File: config.mk
export PLATFORM = sky130hd
export DESIGN_NAME = branch_cond_unit
export DESIGN_NICKNAME = d
export VERILOG_FILES = /design/src/rtl/branch_cond_unit.sv
export SDC_FILE = /design/constraint.sdc
export NUM_CORES = 1
export LEC_CHECK = 0
export BUFFER_PORTS_ARGS = -buffer_cell sky130_fd_sc_hd__buf_4
export CORE_ASPECT_RATIO = 1.25
export CORE_MARGIN = 4
export CORE_UTILIZATION = 40
export CTS_CLUSTER_SIZE = 14
export DETAILED_ROUTE_END_ITERATION = 16
export GPL_ROUTABILITY_DRIVEN = 0
export HOLD_SLACK_MARGIN = 0.12
export PLACE_DENSITY = 0.7
export SLEW_MARGIN = 0
export SYNTH_ARGS = -nofsm -noshare
export SYNTH_HDL_FRONTEND = slang
export SYNTH_SLANG_ARGS = --single-unit
File: constraint.sdc
create_clock -name clock -period 2.7 [get_ports clock]
set_clock_uncertainty 0.1 [all_clocks]
set_input_delay 0.27 -clock clock [delete_from_list [all_inputs] [get_ports clock]]
set_output_delay 0.27 -clock clock [all_outputs]
set_load 0.03 [all_outputs]
File: src/rtl/branch_cond_unit.sv
// branch_cond_unit: evaluates one of eight branch conditions on two register
// operands, registers the PC write enable and the taken flag, and keeps
// saturating counters of evaluated and taken branches.
module branch_cond_unit #(
    parameter int WIDTH = 32,
    parameter int CNT_W = 16
) (
    input  logic             clock,
    input  logic             reset,
    input  logic             eval,
    input  logic             pc_write_uncond,
    input  logic [2:0]       cond_sel,
    input  logic [WIDTH-1:0] op_a,
    input  logic [WIDTH-1:0] op_b,
    input  logic             cnt_clear,
    output logic             pc_write,
    output logic             taken,
    output logic [CNT_W-1:0] branch_count,
    output logic [CNT_W-1:0] taken_count
);

    localparam logic [2:0] SEL_NE  = 3'b000;
    localparam logic [2:0] SEL_EQ  = 3'b001;
    localparam logic [2:0] SEL_GT  = 3'b010;
    localparam logic [2:0] SEL_LE  = 3'b011;
    localparam logic [2:0] SEL_LT  = 3'b100;
    localparam logic [2:0] SEL_GE  = 3'b101;
    localparam logic [2:0] SEL_LTU = 3'b110;

    logic             cond;
    logic             eq;
    logic             lt_s;
    logic             lt_u;
    logic             pc_write_reg;
    logic             pc_write_next;
    logic             taken_reg;
    logic             taken_next;
    logic [1:0]       cnt_inc;
    logic [1:0][CNT_W-1:0] cnt_all;

    // Native signed/unsigned comparators: no subtract-and-test-sign, so no
    // overflow artefacts at the most-negative/most-positive boundary.
    assign eq   = (op_a == op_b);
    assign lt_s = ($signed(op_a) < $signed(op_b));
    assign lt_u = (op_a < op_b);

    // Condition decode from the selected comparison.
    always_comb begin
        cond = 1'b1;
        case (cond_sel)
            SEL_NE:  cond = ~eq;
            SEL_EQ:  cond = eq;
            SEL_GT:  cond = ~lt_s & ~eq;
            SEL_LE:  cond = lt_s | eq;
            SEL_LT:  cond = lt_s;
            SEL_GE:  cond = ~lt_s;
            SEL_LTU: cond = lt_u;
            default: cond = 1'b1;
        endcase
    end

    // Next PC-write pulse and taken flag; taken holds outside eval cycles,
    // and gating by eval keeps don't-care operands from reaching the flops.
    always_comb begin
        pc_write_next = pc_write_uncond | (eval & cond);
        taken_next    = taken_reg;
        if (eval) begin
            taken_next = cond;
        end
    end

    // Output flops; reset overrides every input of the same cycle.
    always_ff @(posedge clock) begin
        if (reset) begin
            pc_write_reg <= 1'b0;
            taken_reg    <= 1'b0;
        end else begin
            pc_write_reg <= pc_write_next;
            taken_reg    <= taken_next;
        end
    end

    // Counter 0 counts evaluations, counter 1 counts taken evaluations.
    // Taken only increments alongside an evaluation, so taken <= evaluated.
    assign cnt_inc = {eval & cond, eval};

    for (genvar gi = 0; gi < 2; gi++) begin : g_cnt
        logic [CNT_W-1:0] cnt_reg;
        logic [CNT_W-1:0] cnt_next;

        // Saturating increment; clear wins over a same-cycle increment.
        always_comb begin
            cnt_next = cnt_reg;
            if (cnt_clear) begin
                cnt_next = '0;
            end else if (cnt_inc[gi] && (cnt_reg != {CNT_W{1'b1}})) begin
                cnt_next = cnt_reg + 1'b1;
            end
        end

        // Counter register with synchronous reset.
        always_ff @(posedge clock) begin
            if (reset) begin
                cnt_reg <= '0;
            end else begin
                cnt_reg <= cnt_next;
            end
        end

        assign cnt_all[gi] = cnt_reg;
    end

    assign pc_write     = pc_write_reg;
    assign taken        = taken_reg;
    assign branch_count = cnt_all[0];
    assign taken_count  = cnt_all[1];

endmodule

==> metrics.txt, run 1 <==
Final Cell Area 0.00385 mm^2; Sequential Power Share 35.7%; Initial DRC Count 69; sequential area share after synthesis 25.3%; setup ws final 136 ps; Gate Count Post-Synth 339; Initial Util 40.9%; Slew Viols, Final 0; GRT Residual Overflow 0; post-route setup TNS 0 ps; Net Sw Frac 24.6%; DR vias/cell 5.14; crit path DAT 2650 ps; Worst Path Class, Setup input pin to flop; Ys Warns 0; crit path launch type input pin; met3 WL 505 um; Synth Register Bits 34; crit path cell chain buf_4, ha_1, and4_1, nor4b_4, and3_4, or4_4, o21ba_4, nor4_4, a21oi_2, buf_12, a31oi_1, a41o_1; CTS Buf Count 5; Final Cycle Share 95.0%; global-route wire length before repair 11200 um; CP peak stage delay 490 ps; Layout Nets 566; Detail Placement HPWL 5580 um; max_cap viols 0; final setup fails 0; port buffer count 105; area grow syn2layout 43.3%; DRT Pass-1 Iters 5; slew margin rel. 40.1%; maximum root-to-sink buffer count 2; top routing layer in use met4; Net Sw Power 0.351 mW; Fin. Hold Viols 0; crit end category flop; minimum hold slack 187 ps; post-route minimum period 2560 ps; number of synthesized flops with an enable pin 0; DR WL/cell 12.6 um; ys async rst share 0%; clock-pin slew on the worst setup and hold paths 70 ps; H-tree depth 2; Achievable Freq 390 MHz; Yosys cell types 52; maximum vdd drop 0.000408 V; mapped cell area 0.00269 mm^2; largest net degree at the start of global routing 27; CTS Sinks 34; RSZ-0062 raised after global routing false; Core ar. 0.00657 mm^2; Crit Path Max Fanout 20; min-delay worst type input pin to flop; I/O pin total 106; GRT Resource Usage Total 16.9%; Die Y 99.6 um; ANT cells 0; combinational cell fraction of total power 23.3%; crit path buf inv count 2; Worst EP required 2790 ps; wire length on met2 3430 um; Post-Syn Nets 445; vias in the first global route 2620; ys flop type dfxtp_1; clock network power share 41.0%; drt total wl 6920 um; DP Area 0.00367 mm^2; fraction of layout cells with a size suffix above 1 32.1%; CTS root buf clkbuf_8; row count 33; Design Power 1.43 mW; initial antenna violation count 0; M1 WL 2830 um; crit-path leading delay family simple AND/OR/NAND/NOR gates; Slowest-stage cell, CP or4_4; leak pwr 1.92 nW; syn avg cell area 7.92 um^2; CTS tree built; Worst-Margin Slew 895 ps; DRC viols 0; die area 0.00810 mm^2; status finished, final reports clean; Place WS -216 ps; Post-CTS Setup Inserts 0; Final ANT Viol Nets 0; Clk Latency, worst-skew pair 290 ps; power per standard cell area 371 mW/mm^2; Die Wd 81.3 um; routed vias 2814; Int Pwr 1.08 mW
==> worst reg2reg max path, stage by stage (launching register included) <==
cell and delay [ps]:
dfxtp_1 390, and3_1 200, and3_1 220, nand4_1 200
o31ai_1 370, nor2_1 140, and2_1 240, nand4_1 120
xor2_1 150, nor2_1 50
==> metrics by stage <==
step                util (%)  instances
finish                  58.6        548
floorplan                  -        339
CTS                     58.4        548
global route            58.6        548
detailed placement      56.0        538
global placement        56.0        538
==> logic make-up after synthesis <==
logic type      after synthesis  synth area share, %
simple gates                140                 28.6
compound gates               63                 16.1
buf+inv                      48                 7.27
fa+ha+maj                    34                 15.8
flops                        34                 25.3
xor+xnor                     14                 4.57
mux                           6                 2.24
==> synthesized netlist by cell type, types with 2 or more instances <==
library cell	count	area share [%]
inv_1	37	5.2
a41o_1	3	1.1
nand3_1	18	3.4
a21oi_2	3	0.98
o21ai_1	3	0.56
buf_4	2	0.56
and4_1	6	2.0
o21ai_0	5	0.93
a21oi_1	25	4.7
dfxtp_1	34	25
a31oi_1	3	0.70
and2_1	2	0.47
a31o_1	4	1.3
xnor2_1	5	1.6
nand4_1	13	3.0
ha_1	34	16
nor2b_1	2	0.47
or3_1	6	1.4
xor2_1	9	2.9
o211ai_1	2	0.56
nor3_1	5	0.93
clkbuf_1	7	0.98
nand2b_1	2	0.47
nand2_1	34	4.8
a21o_1	2	0.56
and3_1	12	2.8
nor2_1	29	4.1
mux2i_1	6	2.2
a221oi_1	3	0.98
==> power groups by stage <==
stage	clock network (mW)	logic, mW	registers [mW]
detailed placement	0	0.332	0.521
global route	0.617	0.372	0.510
global placement	0	0.323	0.521
finish	0.585	0.332	0.510
floorplan	0	0.165	0.531
CTS	0.599	0.335	0.510
==> final timing paths <==
path	startpoint	endpoint	slack [ps]	depth (start not counted)
worst max register to register	branch_count[6]$_SDFFE_PP0P_	branch_count[13]$_SDFFE_PP0P_	410	9
worst min register to register	taken$_SDFFE_PP0P_	taken$_SDFFE_PP0P_	380	2
worst min-delay path	cnt_clear	taken_count[8]$_SDFFE_PP0P_	190	3
worst max-delay path	op_a[18]	taken_count[11]$_SDFFE_PP0P_	140	12
==> what timing repair did <==
| item | in CTS | in global routing |
|---|---|---|
| endpoints found under the hold margin | 2 | 0 |
| hold buffers | 2 | 0 |
| gates resized for setup | 0 | 3 |
| setup endpoints to repair | 0 | 14 |
==> layout by cell type, fill, tap and decap left out, types with 5 or more instances in the layout <==
cell,n
clkbuf_8,6
o21ai_0,5
xor2_1,9
buf_4,122
or3_1,6
ha_1,34
a21oi_1,24
nor2_1,29
dfxtp_1,34
inv_1,37
and4_1,6
xnor2_1,5
mux2i_1,6
nand4_1,13
nand3_1,18
and3_1,12
nand2_1,33
==> per-layer routing <==
metal	vias to the layer above	GRT usage, %
li1	1450	-
met2	96	29.7
met3	14	2.99
met5	-	0
met1	1254	19.8
met4	0	7.28
==> layout make-up <==
class / instances / area (um^2)
Fill cell: 619 / 2720
Multi-Input combinational cell: 257 / 1820
Timing Repair Buffer: 125 / 956
Sequential cell: 34 / 681
Inverter: 37 / 139
Tap cell: 87 / 109
Clock buffer: 6 / 82.6
Clock inverter: 2 / 60.1
(Power assumes the default switching activity.)
==> run 2: changes to the inputs <==
- PLACE_DENSITY: 0.7 -> 0.68
==> metrics.txt, run 2 (synthesized netlist as in run 1, its figures left out) <==
Detail Placement HPWL 5530 um; leak pwr 1.93 nW; slew margin rel. 39.4%; Final ANT Viol Nets 0; crit path cell chain buf_4, ha_1, and4_1, nor4b_4, and3_4, or4_4, o21ba_4, nor4_4, a21oi_2, buf_12, a31oi_1, a41o_1; Slowest-stage cell, CP or4_4; fraction of layout cells with a size suffix above 1 34.0%; drt total wl 6950 um; ANT cells 0; Worst Hold Depth 3; area grow syn2layout 44.8%; Clk Latency, worst-skew pair 280 ps; DR vias/cell 5.12; CTS root buf clkbuf_8; CTS Buf Count 5; Place WS -219 ps; Worst EP required 2780 ps; crit path launch type input pin; Core ar. 0.00657 mm^2; Placed Cells 541; power per standard cell area 339 mW/mm^2; port buffer count 105; CP peak stage delay 490 ps; row count 33; post-route setup TNS 0 ps; die area 0.00810 mm^2; initial antenna violation count 0; status finished, final reports clean; crit end category flop; Die Y 99.6 um; Worst-Margin Slew 906 ps; most common cell after layout, fill and taps aside buf_4; Slew Viols, Final 0; CTS Sinks 34; Crit Path Max Fanout 17; Final Cycle Share 94.9%; Die Wd 81.3 um; Initial Util 40.9%; setup ws final 138 ps; crit path DAT 2640 ps; r2r worst-path depth 9; Initial DRC Count 81; maximum root-to-sink buffer count 2; GRT Resource Usage Total 17.3%; post-route minimum period 2560 ps; CTS tree built; I/O pin total 106; DRT Pass-1 Iters 4; DRC viols 0; Design Power 1.32 mW; max_cap viols 0; GRT Residual Overflow 0; most frequent cells in the layout buf_4, inv_1, dfxtp_1, nand2_1, ha_1; Worst Path Class, Setup input pin to flop; Fillers 627; largest net degree at the start of global routing 27; Achievable Freq 390 MHz; non-filler cells, final 552; vias in the first global route 2744; Layout Nets 570; routed vias 2828; FF+latch area 681 um^2; final setup fails 0; clock-pin slew on the worst setup and hold paths 70 ps; maximum vdd drop 0.000486 V; Fin. Hold Viols 0; H-tree depth 2; min-delay worst type input pin to flop; area taken by multi-input logic gates 0.00186 mm^2; global-route wire length before repair 11600 um; DR WL/cell 12.6 um
-- run 2: changes by cell type in the layout (fill, tap and decap cells not counted), sizes merged --
cell,delta
buf,+4
clkbuf,-1
clkinv,+2
bufinv,-1
-- run 2: repair_timing --
action	4_1_cts	5_1_grt
hold endpoints to repair	2	0
buffers inserted	0	1
hold buffers	2	0
gates resized for setup	0	10
setup endpoints to repair	0	18
-- run 2: worst max-delay path: cells and delay by family --
kind,cells,cell delay [ps]
buffers and inverters,2,280
adders and majority gates,1,290
AOI/OAI and AO/OA,4,740
and+or+nand+nor,5,1080
-- run 2: path summary, 6_finish.rpt --
check        slack (ps)                             to                         start
max                 140    taken_count[7]$_SDFFE_PP0P_                      op_a[18]
min                 190    taken_count[8]$_SDFFE_PP0P_                     cnt_clear
max reg2reg         350  branch_count[15]$_SDFFE_PP0P_  branch_count[6]$_SDFFE_PP0P_
min reg2reg         390             taken$_SDFFE_PP0P_            taken$_SDFFE_PP0P_
-- run 2: final cells by class --
cell class | instances | share of cell area [%]
flip-flops and latches | 34 | 17.5
repair buffers | 129 | 25.4
clock buffers | 5 | 1.77
well taps | 87 | 2.80
inverters | 37 | 3.57
clock inverters | 3 | 1.03
multi-input cells | 257 | 48.0
-- run 2: layer usage --
metal | share of wire, % | track usage (%)
met1 | 42 | 20.4
met3 | 6.8 | 2.81
met5 | 0 | 0
met2 | 51 | 31.7
met4 | 0.59 | 3.90
-- run 2: stage by stage --
stage	instance area [um^2]	hold slack [ps]	util, %
3_3_place_gp	3700	359	56.3
4_1_cts	3820	186	58.3
3_5_place_dp	3700	383	56.3
5_1_grt	3890	202	59.2
2_1_floorplan	2690	239	-
6_report	3890	187	59.2
-- run 2: report_power, final --
group          internal (mW)  switching [mW]  leakage [nW]
sequential             0.506         0.00380         0.275
clock                  0.272           0.192        0.0579
combinational          0.182           0.160          1.60
